==> src/rtl/hidden_cpu_exec.sv <==
`default_nettype none
// ============================================================================
//  Module   : hidden_cpu_exec
//  Purpose  : Execute/write-back stage of the HiddenCPU. Accepts one decoded
//             instruction through a valid/ready handshake, runs it through a
//             three-state sequence IDLE -> EXEC -> WB, and commits the result
//             into a 4-entry register file (r0..r3). r3 drives the chip pins.
//  Ports    : clk, rst          - clock, synchronous active-high reset
//             instr_valid/ready - instruction handshake (ready only in IDLE)
//             opcode            - 00 ADD, 01 SUB, 10 MOV, 11 XOR
//             rd_addr, rs_addr  - destination/first source, second source
//             out               - current value of r3
//             result_valid      - one-cycle pulse after a write-back commits
//             zero, carry       - flags of the last committed instruction
//  Revision : 1.0 - initial release
// ============================================================================
module hidden_cpu_exec #(
   parameter int WIDTH = 8
) (
   input  logic             clk,
   input  logic             rst,
   input  logic             instr_valid,
   output logic             instr_ready,
   input  logic [1:0]       opcode,
   input  logic [1:0]       rd_addr,
   input  logic [1:0]       rs_addr,
   output logic [WIDTH-1:0] out,
   output logic             result_valid,
   output logic             zero,
   output logic             carry
);

   localparam logic [1:0] S_IDLE = 2'd0;
   localparam logic [1:0] S_EXEC = 2'd1;
   localparam logic [1:0] S_WB   = 2'd2;

   localparam logic [1:0] OP_ADD = 2'b00;
   localparam logic [1:0] OP_SUB = 2'b01;
   localparam logic [1:0] OP_MOV = 2'b10;
   localparam logic [1:0] OP_XOR = 2'b11;

   logic [1:0]       state;
   logic [1:0]       state_next;
   logic             accept;

   logic [1:0]       op_q;
   logic [1:0]       rd_q;
   logic [1:0]       rs_q;

   logic [WIDTH-1:0] regs [4];

   logic [WIDTH-1:0] src_a;
   logic [WIDTH-1:0] src_b;
   logic [WIDTH:0]   sum;
   logic [WIDTH-1:0] res_c;
   logic             carry_c;

   logic [WIDTH-1:0] res_q;
   logic             carry_q;

   // ---------------- FSM: state register ----------------
   always_ff @(posedge clk) begin
      if (rst) begin
         state <= S_IDLE;
      end else begin
         state <= state_next;
      end
   end

   // ---------------- FSM: next-state logic ----------------
   always_comb begin
      state_next = state;
      case (state)
         S_IDLE:  if (accept) state_next = S_EXEC;
         S_EXEC:  state_next = S_WB;
         S_WB:    state_next = S_IDLE;
         default: state_next = S_IDLE;
      endcase
   end

   // ---------------- FSM: outputs ----------------
   // Ready is gated by rst combinationally so a held reset never looks idle.
   always_comb begin
      instr_ready = (state == S_IDLE) && !rst;
   end

   assign accept = instr_valid && instr_ready;

   // Instruction latch: fields are frozen at the accept edge.
   always_ff @(posedge clk) begin
      if (rst) begin
         op_q <= OP_ADD;
         rd_q <= 2'd0;
         rs_q <= 2'd0;
      end else if (accept) begin
         op_q <= opcode;
         rd_q <= rd_addr;
         rs_q <= rs_addr;
      end
   end

   // Operands are read during EXEC; the previous write-back has already
   // committed by then, so no forwarding is required.
   assign src_a = regs[rd_q];
   assign src_b = regs[rs_q];
   assign sum   = {1'b0, src_a} + {1'b0, src_b};

   always_comb begin
      res_c   = '0;
      carry_c = 1'b0;
      case (op_q)
         OP_ADD: begin
            res_c   = sum[WIDTH-1:0];
            carry_c = sum[WIDTH];
         end
         OP_SUB: begin
            res_c   = src_a - src_b;
            carry_c = (src_a < src_b);
         end
         OP_MOV: res_c = src_b;
         OP_XOR: res_c = src_a ^ src_b;
         default: res_c = '0;
      endcase
   end

   // EXEC -> WB pipeline registers.
   always_ff @(posedge clk) begin
      if (rst) begin
         res_q   <= '0;
         carry_q <= 1'b0;
      end else if (state == S_EXEC) begin
         res_q   <= res_c;
         carry_q <= carry_c;
      end
   end

   // Write-back: register file, flags and the completion pulse.
   always_ff @(posedge clk) begin
      if (rst) begin
         for (int i = 0; i < 4; i++) begin
            regs[i] <= WIDTH'(i);
         end
         zero         <= 1'b0;
         carry        <= 1'b0;
         result_valid <= 1'b0;
      end else begin
         result_valid <= (state == S_WB);
         if (state == S_WB) begin
            regs[rd_q] <= res_q;
            zero       <= (res_q == '0);
            carry      <= carry_q;
         end
      end
   end

   assign out = regs[3];

endmodule
`default_nettype wire

==> config.mk <==
export PLATFORM = sky130hd
export DESIGN_NAME = hidden_cpu_exec
export DESIGN_NICKNAME = d
export VERILOG_FILES = /design/src/rtl/hidden_cpu_exec.sv
export SDC_FILE = /design/constraint.sdc
export NUM_CORES = 1
export LEC_CHECK = 0
export ABC_AREA = 0
export CORE_MARGIN = 5
export CORE_UTILIZATION = 64
export CTS_CLUSTER_DIAMETER = 80
export DETAILED_ROUTE_END_ITERATION = 8
export GPL_ROUTABILITY_DRIVEN = 0
export PLACE_DENSITY = 0.9
export SLEW_MARGIN = 20
export SYNTH_ARGS = -nofsm -noshare
export SYNTH_HDL_FRONTEND = slang
export SYNTH_SLANG_ARGS = --single-unit
==> constraint.sdc <==
create_clock -name clk -period 8.7 [get_ports clk]
set_clock_uncertainty 0.2 [all_clocks]
set_input_delay 0.87 -clock clk [delete_from_list [all_inputs] [get_ports clk]]
set_output_delay 0.87 -clock clk [all_outputs]
set_load 0.01 [all_outputs]
# Yosys cells after proc, flatten, opt, wreduce, memory -nomap -nowiden
# Memories as Yosys holds them, arrays and structs flattened. A register that Yosys moved wholly into a read port is not among the register bits.
# Cells that the tools add are included.
# classes
n_eq_ne,6
magnitude_cmp,1
n_bitwise,1
mux,16
reduce_logical,7
n_addsub,2
# ops
operator,count
8-bit one-hot mux with 4 select lines,1
2-bit two-way mux,6
8-bit by 8-bit adder with 9-bit output,1
8-bit zero test,1
8-bit < comparator,1
8-bit two-way mux,1
8-bit OR reduction,1
8-bit subtractor,1
8-bit bitwise XOR,1
2-bit equality test (second input constant),3
1-bit two-way mux,6
2-bit by 1-bit equality test with 1-bit output (second input constant),2
2-bit zero test,2
2-bit one-hot mux with 2 select lines,1
1-bit logical AND,2
2-bit != test (second input constant),1
1-bit one-hot mux with 2 select lines,1
1-bit zero test,1
# totals
memories,1
wordCells,43
mem_bits_rw,32
out_inout_bits,12
register_bits,20
inputBits,9
# memory_table
memory,depth,word_bits,rd,rd_ports_with_merged_regs,wr,line_no,rtl
regs,4,8,3,2,4,50,logic [WIDTH-1:0] regs [4];

# Longest topological paths before layout
# logic_depth
word_depth,6
depth_mapped,12
depth_no_buf,11

# Worst setup path before layout
# OpenSTA, ideal clock, no wires.
# synth_path
path_kind,flip-flop to flip-flop
start,reg with a tool-made name
end,reg res_q[7]
path_slack_ns,5.804
n_path_buf,2
period_less_slack_ns,2.896
arrival_time_ns,2.579
setup_ns,0.117
stages_incl_launch_ff,11
cell_sequence,dfxtp_1 > buf_2 > mux4_2 > ha_1 > buf_6 > a21oi_4 > nand2_2 > a2111o_1 > a31oi_1 > xnor2_1 > a32o_1
# synth_rtl
item,line_no,rtl
end signal: assignment,132,res_q <= res_c;
end: declaration,58,logic [WIDTH-1:0] res_q;

# Worst setup path after layout
# layout_path
start,in rst
end,out instr_ready
# layout_between
elab_chain_len,2
# layout_lines
item,line_no,rtl
start: declaration,21,"input logic rst,"
1-bit zero test,84,instr_ready = (state == S_IDLE) && !rst;
1-bit logical AND,84,
end: declaration,23,"output logic instr_ready,"
# No other way between the ends.

==> qor.txt <==
Total GRT Usage: 23.9%
Synth Area in Compound Gates: 10.3%
Post-Syn Area: 3320 um^2
hold path startpoint: carry_q$_SDFFE_PP0N_
Top FF cell, synth: edfxtp_1
TritonCTS buffer count: 5
endpoint class of the critical path: primary output
Die ar.: 6720 um^2
HP Class: reg2reg
CTS tree: yes
mux cell area share after synthesis: 15.2%
Yosys reg bits: 56
cell area power density: 161 nW/um^2
Initial Util: 65.3%
post-layout util: 71.1%
first-pass GRT wire length: 11800 um
Via Count: 2330
crit path DAT: 2.79 ns
Rows: 26
top-count cell post-synth: edfxtp_1
Core ar.: 5070 um^2
Syn Nets: 328
Sink Count: 56
synth cell count leaders: 32 x edfxtp_1, 30 x and2_1, 28 x nor2_1, 24 x dfxtp_1, 16 x ha_1
fin crit share: 44.4%
Syn. warnings: 0
Die W: 82.0 um
P&R area growth vs syn: 8.75%
Critical Path RT: 7.63 ns
top cells by area, synth: edfxtp_1 29%, dfxtp_1 14%, mux4_2 10%, ha_1 6.0%, and2_1 5.7%
Die Y-Extent: 82.0 um
clock power share: 26.5%
crit path kind: in2out
Ports: 21
Max Freq: 0.259 GHz
Hold Fails Final Rpt: 0
sequential area share after synthesis: 43.5%
Startpoint Class: input pin
largest family of logic cells by synthesized area: simple AND/OR/NAND/NOR gates
total of max-cap violations: 0
post-synthesis async set-or-reset flop share: 0%
r2r endpoint: carry_q$_SDFFE_PP0N_
leading area contributor after synthesis: edfxtp_1
CTS Hold Bufs: 0
clk buf depth: 2
DRC viols: 0
hold path cells: 2
router iterations before antenna repair: 4
status: complete, no violations
Simple-Gate Fraction of Synth Area: 18.3%
# Post-CTS Setup Buffers: 0
fraction of layout cells with a size suffix above 1: 10.6%
final setup vio count: 0
pin count of the biggest net entering global routing: 29
Seq pwr share: 52.8%
worst-skew pair later-pin latency: 0.32 ns
per-cell routed wire length: 18.7 um
Adder-Cell Fraction of Synth Area: 7.25%
Syn Inst Count: 301
r2r worst-path depth: 8
share of the synthesized area in the top cell type: 29.0%
EDFF count, synth: 32
dpl hpwl: 5300 um
Reg clk slew, reported paths: 0.10 ns
RSZ-0062 raised after global routing: false
cell-internal power: 0.413 mW
FF-to-FF setup slack: 5.33 ns
Syn Area/Cell: 11.0 um^2
nets@finish: 336
Root Buffer: clkbuf_8
Worst IR Drop VDD: 0.159 mV
max_slew headroom: 34.4%
Comb pwr share: 20.8%
number of global-route vias before repair: 2348
GR Overflow Total: 0
Iter 0 DRT Violations: 198
Post-Synth XOR/XNOR Area: 0.792%
hold endpoint: carry$_SDFFE_PP0P_
leakage power: 1.31 nW
Fin Setup TNS: 0 ns
Synth cell types: 50
via/cell ratio: 6.13
measured slew at the worst slew-check pin: 0.981 ns
Sw Share: 29.0%
initial antenna violation count: 0
DRT Wirelength: 7110 um
Tmin final: 3.86 ns
switching pwr: 0.169 mW
post-route ant nets: 0
diode count: 0
IO Port Bufs: 20
H-tree Lvls: 2
post-CTS sizing: 0
largest fanout on the critical path: 28
Final Slew Violations: 0
worst max-delay path: stages:
cell             delay, ns
clkdlybuf4s50_1       0.91
nor3_1                0.41
clkdlybuf4s50_1       0.60
cells by family (layout without fill, tap and decap cells):
family / count (synthesis) / count (layout)
muxes: 30 / 30
and+or+nand+nor: 111 / 111
adders and majority gates: 18 / 18
AOI/OAI and AO/OA: 49 / 49
buffers and inverters: 34 / 43
xor gates and xnor gates: 3 / 3
DFF: 56 / 56
power by group through the flow:
| stage | sequential, mW | combinational (mW) | clock (mW) |
|---|---|---|---|
| after floorplan | 0.303 | 0.0984 | 0 |
| after global placement | 0.312 | 0.114 | 0 |
| after detailed placement | 0.313 | 0.118 | 0 |
| after CTS | 0.307 | 0.120 | 0.154 |
| after global routing | 0.309 | 0.133 | 0.166 |
| final | 0.307 | 0.121 | 0.154 |
per-stage QoR:
step / instance area [um^2] / worst slack [ns] / power [mW] / std cells / hold slack, ns
floorplan: 3320 / 5.80 / 0.402 / 301 / 0.232
global placement: 3500 / 4.89 / 0.426 / 372 / 0.248
detailed placement: 3500 / 4.86 / 0.431 / 372 / 0.246
CTS: 3610 / 4.86 / 0.580 / 380 / 0.262
global route: 3610 / 4.71 / 0.608 / 380 / 0.316
finish: 3610 / 4.84 / 0.582 / 380 / 0.261
cell usage in the layout, fill, tap and decap left out, types with 3 or more instances in the layout:
| cell type | n |
|---|---|
| nand2b_1 | 9 |
| a21oi_1 | 11 |
| o21ai_0 | 13 |
| nor2_1 | 28 |
| and2_1 | 30 |
| a32o_1 | 3 |
| inv_1 | 15 |
| ha_1 | 16 |
| nand3_1 | 4 |
| edfxtp_1 | 32 |
| nand2_1 | 12 |
| clkdlybuf4s50_1 | 20 |
| mux4_2 | 15 |
| nor2b_1 | 6 |
| dfxtp_1 | 24 |
| clkbuf_8 | 6 |
| nor4_1 | 4 |
| or2_2 | 4 |
| mux2i_1 | 13 |
| nor3_1 | 5 |
| xnor2_1 | 3 |
how the worst max path moves through the flow:
stage / start / to / slack [ns]
floorplan: register / res_q[7]$_SDFFE_PP0N_ / 5.80
global placement: rst / instr_ready / 4.89
detailed placement: rst / instr_ready / 4.86
CTS: rst / instr_ready / 4.86
global route: rst / instr_ready / 4.71
finish: rst / instr_ready / 4.84
layer usage:
metal	vias to the layer above	share of wire, %	GRT usage [%]
li1	1105	-	-
met1	1139	41	30.3
met2	74	50	39.9
met3	12	6.2	4.71
met4	0	2.3	10.1
met5	-	0	0
registers in the layout, summed over array words and instances, names as in the netlist, named ones only:
register      count
carry             1
carry_q           1
op_q              2
rd_q              2
regs             32
res_q             8
result_valid      1
rs_q              2
state             2
zero              1
final cells by class:
cell class / count / area [um^2]
Multi-Input combinational cell: 211 / 1720
Fill cell: 359 / 1470
Sequential cell: 56 / 1440
Timing Repair Buffer: 20 / 200
Tap cell: 70 / 87.6
Clock buffer: 6 / 82.6
Inverter: 15 / 56.3
Clock inverter: 2 / 18.8
Note: power is estimated with default switching activity, not from simulation.
